### src/rtl/rle_encode_fifo.sv
// Run-length encoder with an internal first-word-fall-through pair FIFO.
// Incoming bytes are collapsed into (symbol, count) pairs with count 1..MAX_RUN.
// Closed pairs are queued, and the reader pops one pair per rd_en.
module rle_encode_fifo #(
   parameter int DATA_W = 8,
   parameter int CNT_W  = 4,
   parameter int ADR_W  = 3
) (
   input  logic              CLK,
   input  logic              RST,
   input  logic              in_valid,
   input  logic [DATA_W-1:0] in_data,
   input  logic              in_last,
   output logic              in_ready,
   input  logic              rd_en,
   output logic [DATA_W-1:0] data_dout,
   output logic [CNT_W-1:0]  data_cout,
   output logic              full,
   output logic              empty
);

   localparam int DEPTH = 1 << ADR_W;
   localparam int PAIR_W = DATA_W + CNT_W;
   localparam logic [CNT_W-1:0] MAX_RUN = '1;
   localparam logic [CNT_W-1:0] ONE = CNT_W'(1);
   localparam logic [ADR_W:0] OCC_FULL = DEPTH[ADR_W:0];

   typedef enum logic [1:0] {IDLE, RUN, FLUSH} state_t;

   state_t              state_q, state_d;
   logic [DATA_W-1:0]   cur_q, cur_d;
   logic [CNT_W-1:0]    cnt_q, cnt_d;
   logic                push;
   logic [DATA_W-1:0]   push_data;
   logic [CNT_W-1:0]    push_cnt;
   logic                accept;

   logic [PAIR_W-1:0]   mem [DEPTH];
   logic [ADR_W-1:0]    wr_ptr, rd_ptr;
   logic [ADR_W:0]      occ;
   logic                wr, pop;
   logic [PAIR_W-1:0]   head;

   // Status flags come from occupancy. Input is stalled while the FIFO is full
   // or while a run that was opened by the last byte is still waiting to be written.
   assign empty    = (occ == '0);
   assign full     = (occ == OCC_FULL);
   assign in_ready = !full && (state_q != FLUSH);
   assign accept   = in_valid && in_ready;

   // Encoder next-state logic. Every accept implies !full, so a push from
   // IDLE or RUN always finds space in the FIFO.
   always_comb begin
      state_d   = state_q;
      cur_d     = cur_q;
      cnt_d     = cnt_q;
      push      = 1'b0;
      push_data = cur_q;
      push_cnt  = cnt_q;
      case (state_q)
         IDLE: begin
            if (accept) begin
               cur_d = in_data;
               if (in_last) begin
                  // A single-byte frame closes immediately.
                  push      = 1'b1;
                  push_data = in_data;
                  push_cnt  = ONE;
                  cnt_d     = '0;
               end else begin
                  cnt_d   = ONE;
                  state_d = RUN;
               end
            end
         end
         RUN: begin
            if (accept) begin
               if (in_data == cur_q && cnt_q != MAX_RUN) begin
                  cnt_d = cnt_q + 1'b1;
                  if (in_last) begin
                     push     = 1'b1;
                     push_cnt = cnt_q + 1'b1;
                     cnt_d    = '0;
                     state_d  = IDLE;
                  end
               end else begin
                  // The run is broken by a new symbol or a saturated count.
                  // The new byte opens a fresh run of one.
                  push  = 1'b1;
                  cur_d = in_data;
                  cnt_d = ONE;
                  if (in_last) state_d = FLUSH;
               end
            end
         end
         FLUSH: begin
            // The one-byte run opened by the last byte is written once space exists.
            if (!full) begin
               push      = 1'b1;
               push_data = cur_q;
               push_cnt  = ONE;
               cnt_d     = '0;
               state_d   = IDLE;
            end
         end
         default: state_d = IDLE;
      endcase
   end

   // Encoder state register. Reset discards any open run.
   always_ff @(posedge CLK) begin
      if (RST) begin
         state_q <= IDLE;
         cur_q   <= '0;
         cnt_q   <= '0;
      end else begin
         state_q <= state_d;
         cur_q   <= cur_d;
         cnt_q   <= cnt_d;
      end
   end

   assign wr  = push && !full;
   assign pop = rd_en && !empty;

   // Pair storage. Unread entries are invalidated by the pointer reset, so the
   // array itself needs no reset.
   always_ff @(posedge CLK) begin
      if (wr) mem[wr_ptr] <= {push_data, push_cnt};
   end

   // Pointers and occupancy. A push and a pop in the same cycle leave the
   // occupancy unchanged.
   always_ff @(posedge CLK) begin
      if (RST) begin
         wr_ptr <= '0;
         rd_ptr <= '0;
         occ    <= '0;
      end else begin
         if (wr)  wr_ptr <= wr_ptr + 1'b1;
         if (pop) rd_ptr <= rd_ptr + 1'b1;
         case ({wr, pop})
            2'b10:   occ <= occ + 1'b1;
            2'b01:   occ <= occ - 1'b1;
            default: occ <= occ;
         endcase
      end
   end

   // The head pair falls through combinationally and is blanked to zero when the FIFO is empty.
   assign head      = mem[rd_ptr];
   assign data_dout = empty ? '0 : head[PAIR_W-1:CNT_W];
   assign data_cout = empty ? '0 : head[CNT_W-1:0];

endmodule

### config.mk
export PLATFORM = sky130hd
export DESIGN_NAME = rle_encode_fifo
export DESIGN_NICKNAME = d
export VERILOG_FILES = /design/src/rtl/rle_encode_fifo.sv
export SDC_FILE = /design/constraint.sdc
export NUM_CORES = 1
export LEC_CHECK = 0
export BUFFER_PORTS_ARGS = -buffer_cell sky130_fd_sc_hd__buf_2
export CAP_MARGIN = 25
export CORE_ASPECT_RATIO = 1.75
export CORE_MARGIN = 4
export CORE_UTILIZATION = 61
export CTS_CLUSTER_DIAMETER = 30
export DETAILED_ROUTE_END_ITERATION = 8
export GPL_TIMING_DRIVEN = 0
export PLACE_DENSITY_LB_ADDON = 0.08
export SYNTH_ARGS = -nofsm -noshare
export SYNTH_HDL_FRONTEND = slang
export SYNTH_SLANG_ARGS = --single-unit
### constraint.sdc
create_clock -name CLK -period 3.5 [get_ports CLK]
set_clock_uncertainty 0.05 [all_clocks]
set_input_delay 0 -clock CLK [delete_from_list [all_inputs] [get_ports CLK]]
set_output_delay 0 -clock CLK [all_outputs]
set_load 0.01 [all_outputs]
==> report_table.html, run 1 <==
<table>
<tr><th>Metric</th><th>Value</th></tr>
<tr><th colspan="2">GRT</th></tr>
<tr><td>Wire length of the first global-routing pass</td><td>18.89 mm</td></tr>
<tr><td>Layer carrying the most global-route usage</td><td>met2</td></tr>
<tr><td>Initial antenna violation count</td><td>0</td></tr>
<tr><td>Overflow left after global routing</td><td>0</td></tr>
<tr><td>Pin count of the biggest net entering global routing</td><td>17</td></tr>
<tr><td>Combined global-route utilization of all metal layers</td><td>0.2444</td></tr>
<tr><td>Grt met2 use</td><td>0.4349</td></tr>
<tr><td>Fraction of met1 tracks used by global routing</td><td>0.2804</td></tr>
<tr><td>Number of global-route vias before repair</td><td>3504</td></tr>
<tr><td>Global-route track usage on met3</td><td>0.04871</td></tr>
<tr><th colspan="2">Clock tree</th></tr>
<tr><td>Number of clock sinks</td><td>123</td></tr>
<tr><td>Number of clock buffers inserted by TritonCTS</td><td>17</td></tr>
<tr><td>Clk_lat worst skew</td><td>0.41 ns</td></tr>
<tr><td>Clock tree from TritonCTS</td><td>built</td></tr>
<tr><td>Clock transition at the register clock pins on the worst setup and hold paths after CTS</td><td>0.05 ns</td></tr>
<tr><td>Cell at the root of the clock tree</td><td>sky130_fd_sc_hd__clkbuf_16</td></tr>
<tr><td>H-tree levels</td><td>4</td></tr>
<tr><td>Max clock buf depth</td><td>2</td></tr>
<tr><th colspan="2">Critical path</th></tr>
<tr><td>Number of buffer and inverter stages on the critical path</td><td>4</td></tr>
<tr><td>Worst Path Class, Setup</td><td>reg -&gt; reg</td></tr>
<tr><td>Largest fanout on the critical path</td><td>8</td></tr>
<tr><td>Crit path max-delay cell type</td><td>sky130_fd_sc_hd__nor4_2</td></tr>
<tr><td>Cell class contributing the biggest share of worst-path delay</td><td>simple AND/OR/NAND/NOR gates</td></tr>
<tr><td>CP Capture Type</td><td>flop</td></tr>
<tr><td>CP Cell Sequence</td><td>or4b_1, buf_6, inv_1, nor3_1, and2_1, inv_4, nor4_2, buf_4</td></tr>
<tr><td>Slowest stage delay, CP</td><td>0.72 ns</td></tr>
<tr><td>CP required</td><td>3.55 ns</td></tr>
<tr><td>Startpoint type of the worst setup path</td><td>flop</td></tr>
<tr><td>Arr. time, crit path</td><td>3.31 ns</td></tr>
<tr><th colspan="2">Pwr</th></tr>
<tr><td>Total Power Consumption</td><td>5.474 mW</td></tr>
<tr><td>Portion of total power attributed to the clock network</td><td>0.340</td></tr>
<tr><td>Peak supply drop</td><td>0.4780 mV</td></tr>
<tr><td>Leakage</td><td>2.304 nW</td></tr>
<tr><td>Power per unit of standard cell area</td><td>826.5 nW/um2</td></tr>
<tr><td>Portion of total power attributed to sequential cells</td><td>0.358</td></tr>
<tr><td>Switching Share</td><td>0.2992</td></tr>
<tr><td>Internal power contribution</td><td>3.836 mW</td></tr>
<tr><td>Combinational Power Share</td><td>0.302</td></tr>
<tr><td>Switching power summed over all nets</td><td>1.638 mW</td></tr>
<tr><th colspan="2">Placed design</th></tr>
<tr><td>Hpwl dp</td><td>7.433 mm</td></tr>
<tr><td>Routability congestion estimate</td><td>0.8237</td></tr>
<tr><td>Quantity of I/O buffers inserted on ports</td><td>27</td></tr>
<tr><td>Cells after DPL</td><td>525</td></tr>
<tr><td>Post-placement setup slack</td><td>-0.08475 ns</td></tr>
<tr><th colspan="2">Logic synthesis</th></tr>
<tr><td>Synth cell count leaders</td><td>sky130_fd_sc_hd__edfxtp_1, sky130_fd_sc_hd__nor2_1, sky130_fd_sc_hd__dfxtp_1</td></tr>
<tr><td>Synth area leader</td><td>sky130_fd_sc_hd__edfxtp_1</td></tr>
<tr><td>Cell area after synthesis</td><td>5512 um2</td></tr>
<tr><td>Number of synthesized register bits</td><td>123</td></tr>
<tr><td>Primary FF master, synth</td><td>sky130_fd_sc_hd__edfxtp_1</td></tr>
<tr><td>Synth async-reset ratio</td><td>0</td></tr>
<tr><td>Number of enable-type register cells in the synthesized netlist</td><td>96</td></tr>
<tr><td>Sequential share of the synthesized area</td><td>0.6211</td></tr>
<tr><td>Synth unique cells</td><td>53</td></tr>
<tr><td>Synthesized area per cell</td><td>14.78 um2</td></tr>
<tr><td>Post-Syn Instances</td><td>373</td></tr>
<tr><td>Cell types with the largest area share after synthesis</td><td>sky130_fd_sc_hd__edfxtp_1, sky130_fd_sc_hd__dfxtp_1, sky130_fd_sc_hd__mux4_2, sky130_fd_sc_hd__mux2i_1, sky130_fd_sc_hd__ha_1</td></tr>
<tr><td>Leading cell type by number of instances after synthesis</td><td>sky130_fd_sc_hd__edfxtp_1</td></tr>
<tr><td>Net count after synthesis</td><td>397</td></tr>
<tr><td>Yosys Warn Count</td><td>0</td></tr>
<tr><td>Proportion of netlist area held by the largest area contributor</td><td>0.5230</td></tr>
<tr><th colspan="2">Run</th></tr>
<tr><td>Number of max-capacitance violations reported</td><td>0</td></tr>
<tr><th colspan="2">Die</th></tr>
<tr><td>Starting utilization of the core area</td><td>0.6315</td></tr>
<tr><td>Std-Cell Rows</td><td>45</td></tr>
<tr><td>Die X</td><td>79.86 um</td></tr>
<tr><td>Core outline area</td><td>8727 um2</td></tr>
<tr><td>Total die area</td><td>10680 um2</td></tr>
<tr><td>I/O Pins</td><td>28</td></tr>
<tr><td>Die Y-Extent</td><td>133.7 um</td></tr>
<tr><th colspan="2">STA</th></tr>
<tr><td>Total negative setup slack</td><td>0 ns</td></tr>
<tr><td>Slack of the critical path</td><td>0.2455 ns</td></tr>
<tr><td>Final period util</td><td>0.9298</td></tr>
<tr><td>Setup repair after global routing missed its margin</td><td>false</td></tr>
<tr><td>Total count of hold-check failures in the final report</td><td>0</td></tr>
<tr><td>Worst-Margin Slew</td><td>0.9452 ns</td></tr>
<tr><td>Fmax</td><td>0.3073 GHz</td></tr>
<tr><td>Post-Route Hold Slack</td><td>0.03831 ns</td></tr>
<tr><td>Final Max Tran Viols</td><td>0</td></tr>
<tr><td>Post-route minimum period</td><td>3.254 ns</td></tr>
<tr><td>Final Setup Violations</td><td>0</td></tr>
<tr><td>Tightest slew margin relative to the limit</td><td>0.3646</td></tr>
<tr><th colspan="2">Route</th></tr>
<tr><td>Total length of routed wires</td><td>11.92 mm</td></tr>
<tr><td>Pre-Repair DR Iteration Count</td><td>5</td></tr>
<tr><td>Routed vias</td><td>3410</td></tr>
<tr><td>Wire length per cell</td><td>21.09 um</td></tr>
<tr><td>Post-route ant nets</td><td>0</td></tr>
<tr><td>Vias/cell</td><td>6.035</td></tr>
<tr><td>First DRT Iteration DRCs</td><td>270</td></tr>
<tr><td>DRC Markers</td><td>0</td></tr>
<tr><th colspan="2">Cells and area</th></tr>
<tr><td>Proportion of layout cells with a drive suffix above 1</td><td>0.2522</td></tr>
<tr><td>Total number of nets in the final design</td><td>459</td></tr>
<tr><td>Register cell area after layout</td><td>3423 um2</td></tr>
<tr><td>Synthesis-to-finish area growth</td><td>20.16%</td></tr>
<tr><td>Final Instance Count excl. Fillers</td><td>565</td></tr>
<tr><td>Combined area of the multi-input logic cells</td><td>2007 um2</td></tr>
<tr><td>Number of filler cells placed in the layout</td><td>512</td></tr>
<tr><td>Antenna cells</td><td>0</td></tr>
<tr><th colspan="2">Status</th></tr>
<tr><td>Result of the run</td><td>finished, final reports clean</td></tr>
<tr><th colspan="2">Min path</th></tr>
<tr><td>Path category of the worst min-delay check</td><td>in -&gt; reg</td></tr>
</table>
[worst min-delay path, cell delays in order]
cell	delay, ns
sky130_fd_sc_hd__buf_2	0.16
sky130_fd_sc_hd__nor2_1	0.07
sky130_fd_sc_hd__a31oi_1	0.13
sky130_fd_sc_hd__a211oi_1	0.08
[final timing paths]
path,slack [ns],cells after the start,endpoint,from
setup / recovery,0.25,8,mem[6][6],occ[0]
hold / removal,0.04,4,cnt_q[0],in_last
setup reg to reg,0.25,8,mem[6][6],occ[0]
hold reg to reg,0.45,2,cur_q[0],cur_q[0]
[sequential cells by signal (all words and copies together) (netlist names), named ones only]
name	count
occ	4
mem	96
cnt_q	4
state_q	2
rd_ptr	3
cur_q	8
wr_ptr	3
[layer usage]
metal  up-vias  part of all wire
li1       1572                 -
met1      1718              0.38
met4         0             0.027
met2        97              0.55
met3        23             0.042
met5         -                 0
[timing repair]
action / 4_1_cts / 5_1_grt
cloned: 0 / 0
endpoints found under the hold margin: 8 / 0
gates resized for setup: 1 / 3
pin swaps: 0 / 0
endpoints found under the setup margin: 1 / 1
hold buffers: 8 / 0
setup buffers: 0 / 0
[logic make-up after synthesis]
group	count (synthesis)	share of synthesized area
AO/OA/AOI/OAI	38	0.04699
buffers and inverters	29	0.02225
multiplexers	55	0.1562
AND/OR/NAND/NOR	103	0.1062
flip-flops	123	0.6211
XOR/XNOR	14	0.02225
adder cells (fa/ha/maj)	11	0.02497
[area by class of cell]
class / instances / area share
clock buffers: 24 / 0.07576
multi-input cells: 221 / 0.3030
flip-flops and latches: 123 / 0.5169
plain buffers: 16 / 0.01115
well taps: 117 / 0.02210
inverters: 13 / 0.007746
clock inverters: 8 / 0.02097
repair buffers: 43 / 0.04232
[cell usage in the layout (no fill, tap or decap), drive strengths merged, types with 8 or more instances in the layout]
master	count
a21oi	8
buf	41
clkbuf	34
dfxtp	27
dlygate4sd3	8
edfxtp	96
ha	11
inv	13
mux2	8
mux2i	23
mux4	24
nand2b	19
nand3	12
nor2	28
o21ai	9
xnor2	10
[power by group through the flow]
stage	logic, mW	registers (mW)	clock network [mW]
2_1_floorplan	1.17	1.95	0
3_3_place_gp	1.55	1.97	0
3_5_place_dp	1.62	1.97	0
4_1_cts	1.66	1.96	1.87
5_1_grt	1.81	1.97	1.94
6_report	1.65	1.96	1.86
[through the flow]
step                      utilization  cell area [um2]
after CTS                      0.7578             6614
after floorplan                     -             5512
after global placement         0.6638             5793
final                          0.7589             6623
after global routing           0.7589             6623
after detailed placement       0.6753             5893
Power figures use the tool's default switching activity.
==> inputs of run 2 (changes only) <==
--- a/config.mk
+++ b/config.mk
@@ -12,7 +12,6 @@
 export CORE_UTILIZATION = 61
 export CTS_CLUSTER_DIAMETER = 30
 export DETAILED_ROUTE_END_ITERATION = 8
-export GPL_TIMING_DRIVEN = 0
 export PLACE_DENSITY_LB_ADDON = 0.08
 export SYNTH_ARGS = -nofsm -noshare
 export SYNTH_HDL_FRONTEND = slang
==> run 2 against run 1 <==
Effect of this change:
- setup slack improved by 0.094 ns
- critical path depth increased by 4
- global-route usage fell by 0.76 points
- cell count shrank 1.9%
- clock-buffer cell count shrank 5
- largest cell class unchanged
==> report_table.html, run 2 (synthesized netlist as in run 1, its figures left out) <==
<table>
<tr><th>Metric</th><th>Value</th></tr>
<tr><th colspan="2">Clock tree</th></tr>
<tr><td>Post-CTS Setup Inserts</td><td>0</td></tr>
<tr><td>H-tree levels</td><td>4</td></tr>
<tr><td>Clk_lat worst skew</td><td>0.40 ns</td></tr>
<tr><td>Number of clock buffers inserted by TritonCTS</td><td>17</td></tr>
<tr><td>Max clock buf depth</td><td>2</td></tr>
<tr><td>Number of clock sinks</td><td>123</td></tr>
<tr><td>Clock tree from TritonCTS</td><td>built</td></tr>
<tr><td>Cell at the root of the clock tree</td><td>sky130_fd_sc_hd__clkbuf_16</td></tr>
<tr><td>Clock transition at the register clock pins on the worst setup and hold paths after CTS</td><td>0.05 ns</td></tr>
<tr><th colspan="2">Placed design</th></tr>
<tr><td>Cell area after placement</td><td>5866 um2</td></tr>
<tr><td>Post-placement setup slack</td><td>0.2603 ns</td></tr>
<tr><td>Routability congestion estimate</td><td>0.9172</td></tr>
<tr><td>Hpwl dp</td><td>7.062 mm</td></tr>
<tr><td>Quantity of I/O buffers inserted on ports</td><td>27</td></tr>
<tr><th colspan="2">Route</th></tr>
<tr><td>Total length of routed wires</td><td>11.24 mm</td></tr>
<tr><td>Post-route ant nets</td><td>0</td></tr>
<tr><td>DRC Markers</td><td>0</td></tr>
<tr><td>Routed vias</td><td>3313</td></tr>
<tr><td>Vias/cell</td><td>5.980</td></tr>
<tr><td>Wire length per cell</td><td>20.29 um</td></tr>
<tr><td>First DRT Iteration DRCs</td><td>268</td></tr>
<tr><td>Pre-Repair DR Iteration Count</td><td>4</td></tr>
<tr><th colspan="2">Die</th></tr>
<tr><td>Die X</td><td>79.86 um</td></tr>
<tr><td>Starting utilization of the core area</td><td>0.6315</td></tr>
<tr><td>I/O Pins</td><td>28</td></tr>
<tr><td>Total die area</td><td>10680 um2</td></tr>
<tr><td>Die Y-Extent</td><td>133.7 um</td></tr>
<tr><td>Std-Cell Rows</td><td>45</td></tr>
<tr><td>Core outline area</td><td>8727 um2</td></tr>
<tr><th colspan="2">Cells and area</th></tr>
<tr><td>Total number of nets in the final design</td><td>449</td></tr>
<tr><td>Most flops, register</td><td>mem</td></tr>
<tr><td>Max reg flops</td><td>96</td></tr>
<tr><td>Number of filler cells placed in the layout</td><td>563</td></tr>
<tr><td>Commonest cells after routing, fill and taps aside</td><td>sky130_fd_sc_hd__edfxtp_1, sky130_fd_sc_hd__nor2_1, sky130_fd_sc_hd__dfxtp_1, sky130_fd_sc_hd__buf_2, sky130_fd_sc_hd__mux4_2</td></tr>
<tr><td>Antenna cells</td><td>0</td></tr>
<tr><td>Proportion of layout cells with a drive suffix above 1</td><td>0.2494</td></tr>
<tr><td>Final instance area</td><td>6489 um2</td></tr>
<tr><td>Synthesis-to-finish area growth</td><td>17.73%</td></tr>
<tr><td>Leading cell type in the layout, fill and taps excluded</td><td>sky130_fd_sc_hd__edfxtp_1</td></tr>
<tr><td>Registers with the highest flip-flop counts</td><td>mem x96, cur_q x8</td></tr>
<tr><th colspan="2">STA</th></tr>
<tr><td>Post-Route Hold Slack</td><td>0.03627 ns</td></tr>
<tr><td>Total negative setup slack</td><td>0 ns</td></tr>
<tr><td>Setup repair after global routing missed its margin</td><td>false</td></tr>
<tr><td>Tightest slew margin relative to the limit</td><td>0.3969</td></tr>
<tr><td>Slack of the critical path</td><td>0.3396 ns</td></tr>
<tr><td>Worst-Margin Slew</td><td>0.9029 ns</td></tr>
<tr><td>Final period util</td><td>0.9030</td></tr>
<tr><td>Total count of hold-check failures in the final report</td><td>0</td></tr>
<tr><td>Post-route minimum period</td><td>3.160 ns</td></tr>
<tr><td>Final Max Tran Viols</td><td>0</td></tr>
<tr><td>Fmax</td><td>0.3164 GHz</td></tr>
<tr><td>Final Setup Violations</td><td>0</td></tr>
<tr><th colspan="2">Critical path</th></tr>
<tr><td>R2R depth</td><td>12</td></tr>
<tr><td>Startpoint type of the worst setup path</td><td>flop</td></tr>
<tr><td>Register-to-register setup slack</td><td>0.34 ns</td></tr>
<tr><td>Worst Path Class, Setup</td><td>reg -&gt; reg</td></tr>
<tr><td>CP required</td><td>3.78 ns</td></tr>
<tr><td>Cell class contributing the biggest share of worst-path delay</td><td>simple AND/OR/NAND/NOR gates</td></tr>
<tr><td>Destination of the critical timing path</td><td>occ[2]</td></tr>
<tr><td>Crit path max-delay cell type</td><td>sky130_fd_sc_hd__dfxtp_1</td></tr>
<tr><td>CP Cell Sequence</td><td>or4b_1, inv_1, nor3_1, and2_1, inv_1, ha_1, xor2_1, ha_1, a21oi_1, xor2_1, or3_1, a21oi_1</td></tr>
<tr><td>Slowest stage delay, CP</td><td>0.46 ns</td></tr>
<tr><td>Largest fanout on the critical path</td><td>8</td></tr>
<tr><td>CP Capture Type</td><td>flop</td></tr>
<tr><td>Launch point of the worst path</td><td>occ[1]</td></tr>
<tr><td>Number of logic stages on the critical path including buffering</td><td>12</td></tr>
<tr><td>Number of buffer and inverter stages on the critical path</td><td>2</td></tr>
<tr><td>Reg2Reg Capture Point</td><td>occ[2]</td></tr>
<tr><td>Launch instance of the worst register-to-register path</td><td>occ[1]</td></tr>
<tr><td>Arr. time, crit path</td><td>3.44 ns</td></tr>
<tr><th colspan="2">GRT</th></tr>
<tr><td>Combined global-route utilization of all metal layers</td><td>0.2368</td></tr>
<tr><td>Wire length of the first global-routing pass</td><td>18.17 mm</td></tr>
<tr><td>Pin count of the biggest net entering global routing</td><td>40</td></tr>
<tr><td>Number of global-route vias before repair</td><td>3371</td></tr>
<tr><td>Overflow left after global routing</td><td>0</td></tr>
<tr><td>Initial antenna violation count</td><td>0</td></tr>
<tr><th colspan="2">Pwr</th></tr>
<tr><td>Leakage</td><td>2.248 nW</td></tr>
<tr><td>Internal power contribution</td><td>3.581 mW</td></tr>
<tr><td>Portion of total power attributed to the clock network</td><td>0.307</td></tr>
<tr><td>Portion of total power attributed to sequential cells</td><td>0.382</td></tr>
<tr><td>Switching Share</td><td>0.3084</td></tr>
<tr><td>Peak supply drop</td><td>0.4791 mV</td></tr>
<tr><td>Power per unit of standard cell area</td><td>798.0 nW/um2</td></tr>
<tr><td>Switching power summed over all nets</td><td>1.597 mW</td></tr>
<tr><td>Total Power Consumption</td><td>5.178 mW</td></tr>
<tr><td>Combinational Power Share</td><td>0.311</td></tr>
<tr><th colspan="2">Status</th></tr>
<tr><td>Result of the run</td><td>finished, final reports clean</td></tr>
<tr><th colspan="2">Min path</th></tr>
<tr><td>Path category of the worst min-delay check</td><td>in -&gt; reg</td></tr>
<tr><th colspan="2">Run</th></tr>
<tr><td>Number of max-capacitance violations reported</td><td>0</td></tr>
</table>
[run 2: how the worst min path moves through the flow]
stage | endpoint | from | cells after the start | slack [ns]
2_1_floorplan | cur_q[4] | in_data[4] | 2 | 0.11
3_3_place_gp | cur_q[0] | in_data[0] | 3 | 0.24
3_5_place_dp | cur_q[0] | in_data[0] | 3 | 0.25
4_1_cts | state_q[0] | RST | 2 | 0.02
5_1_grt | cnt_q[0] | in_last | 4 | 0.07
6_report | state_q[0] | RST | 2 | 0.04
[run 2: stage by stage]
stage          utilization  std cells
2_1_floorplan            -        373
3_3_place_gp        0.6721        515
3_5_place_dp        0.6721        515
4_1_cts             0.7431        554
5_1_grt             0.7435        554
6_report            0.7435        554
[run 2: worst register-to-register path, delay by kind of cell, from the launching register on]
family / cells / cell delay [ns]
AOI/OAI and AO/OA: 2 / 0.27
xor gates and xnor gates: 2 / 0.26
adders and majority gates: 2 / 0.44
buffers and inverters: 2 / 0.24
DFF: 1 / 0.46
and+or+nand+nor: 4 / 1.36
[run 2: power by group through the flow]
stage / sequential, mW / combinational [mW] / clock (mW)
6_report: 1.98 / 1.61 / 1.59
5_1_grt: 2.00 / 1.77 / 1.69
4_1_cts: 1.98 / 1.62 / 1.62
3_5_place_dp: 2.00 / 1.60 / 0
3_3_place_gp: 1.98 / 1.57 / 0
2_1_floorplan: 1.95 / 1.17 / 0
[run 2: what timing repair did]
action	CTS	global route
endpoints found under the hold margin	16	0
gates resized for setup	0	1
hold buffers	8	0
endpoints found under the setup margin	0	1
[run 2: final cells by class]
class	count	area, um2	share of cell area
Sequential cell	123	3423	0.5276
Multi-Input combinational cell	221	2011	0.3099
Clock buffer	19	432.9	0.06672
Timing Repair Buffer	49	320.3	0.04936
Tap cell	117	146.4	0.02256
Clock inverter	12	106.4	0.01639
Inverter	13	48.80	0.007520
[run 2: per-layer routing]
metal | up-vias | GRT usage | part of all wire
met5 | - | 0 | 0
met4 | 0 | 0.1081 | 0.027
met3 | 21 | 0.04804 | 0.045
met2 | 104 | 0.4088 | 0.55
met1 | 1644 | 0.2805 | 0.37
li1 | 1544 | - | -
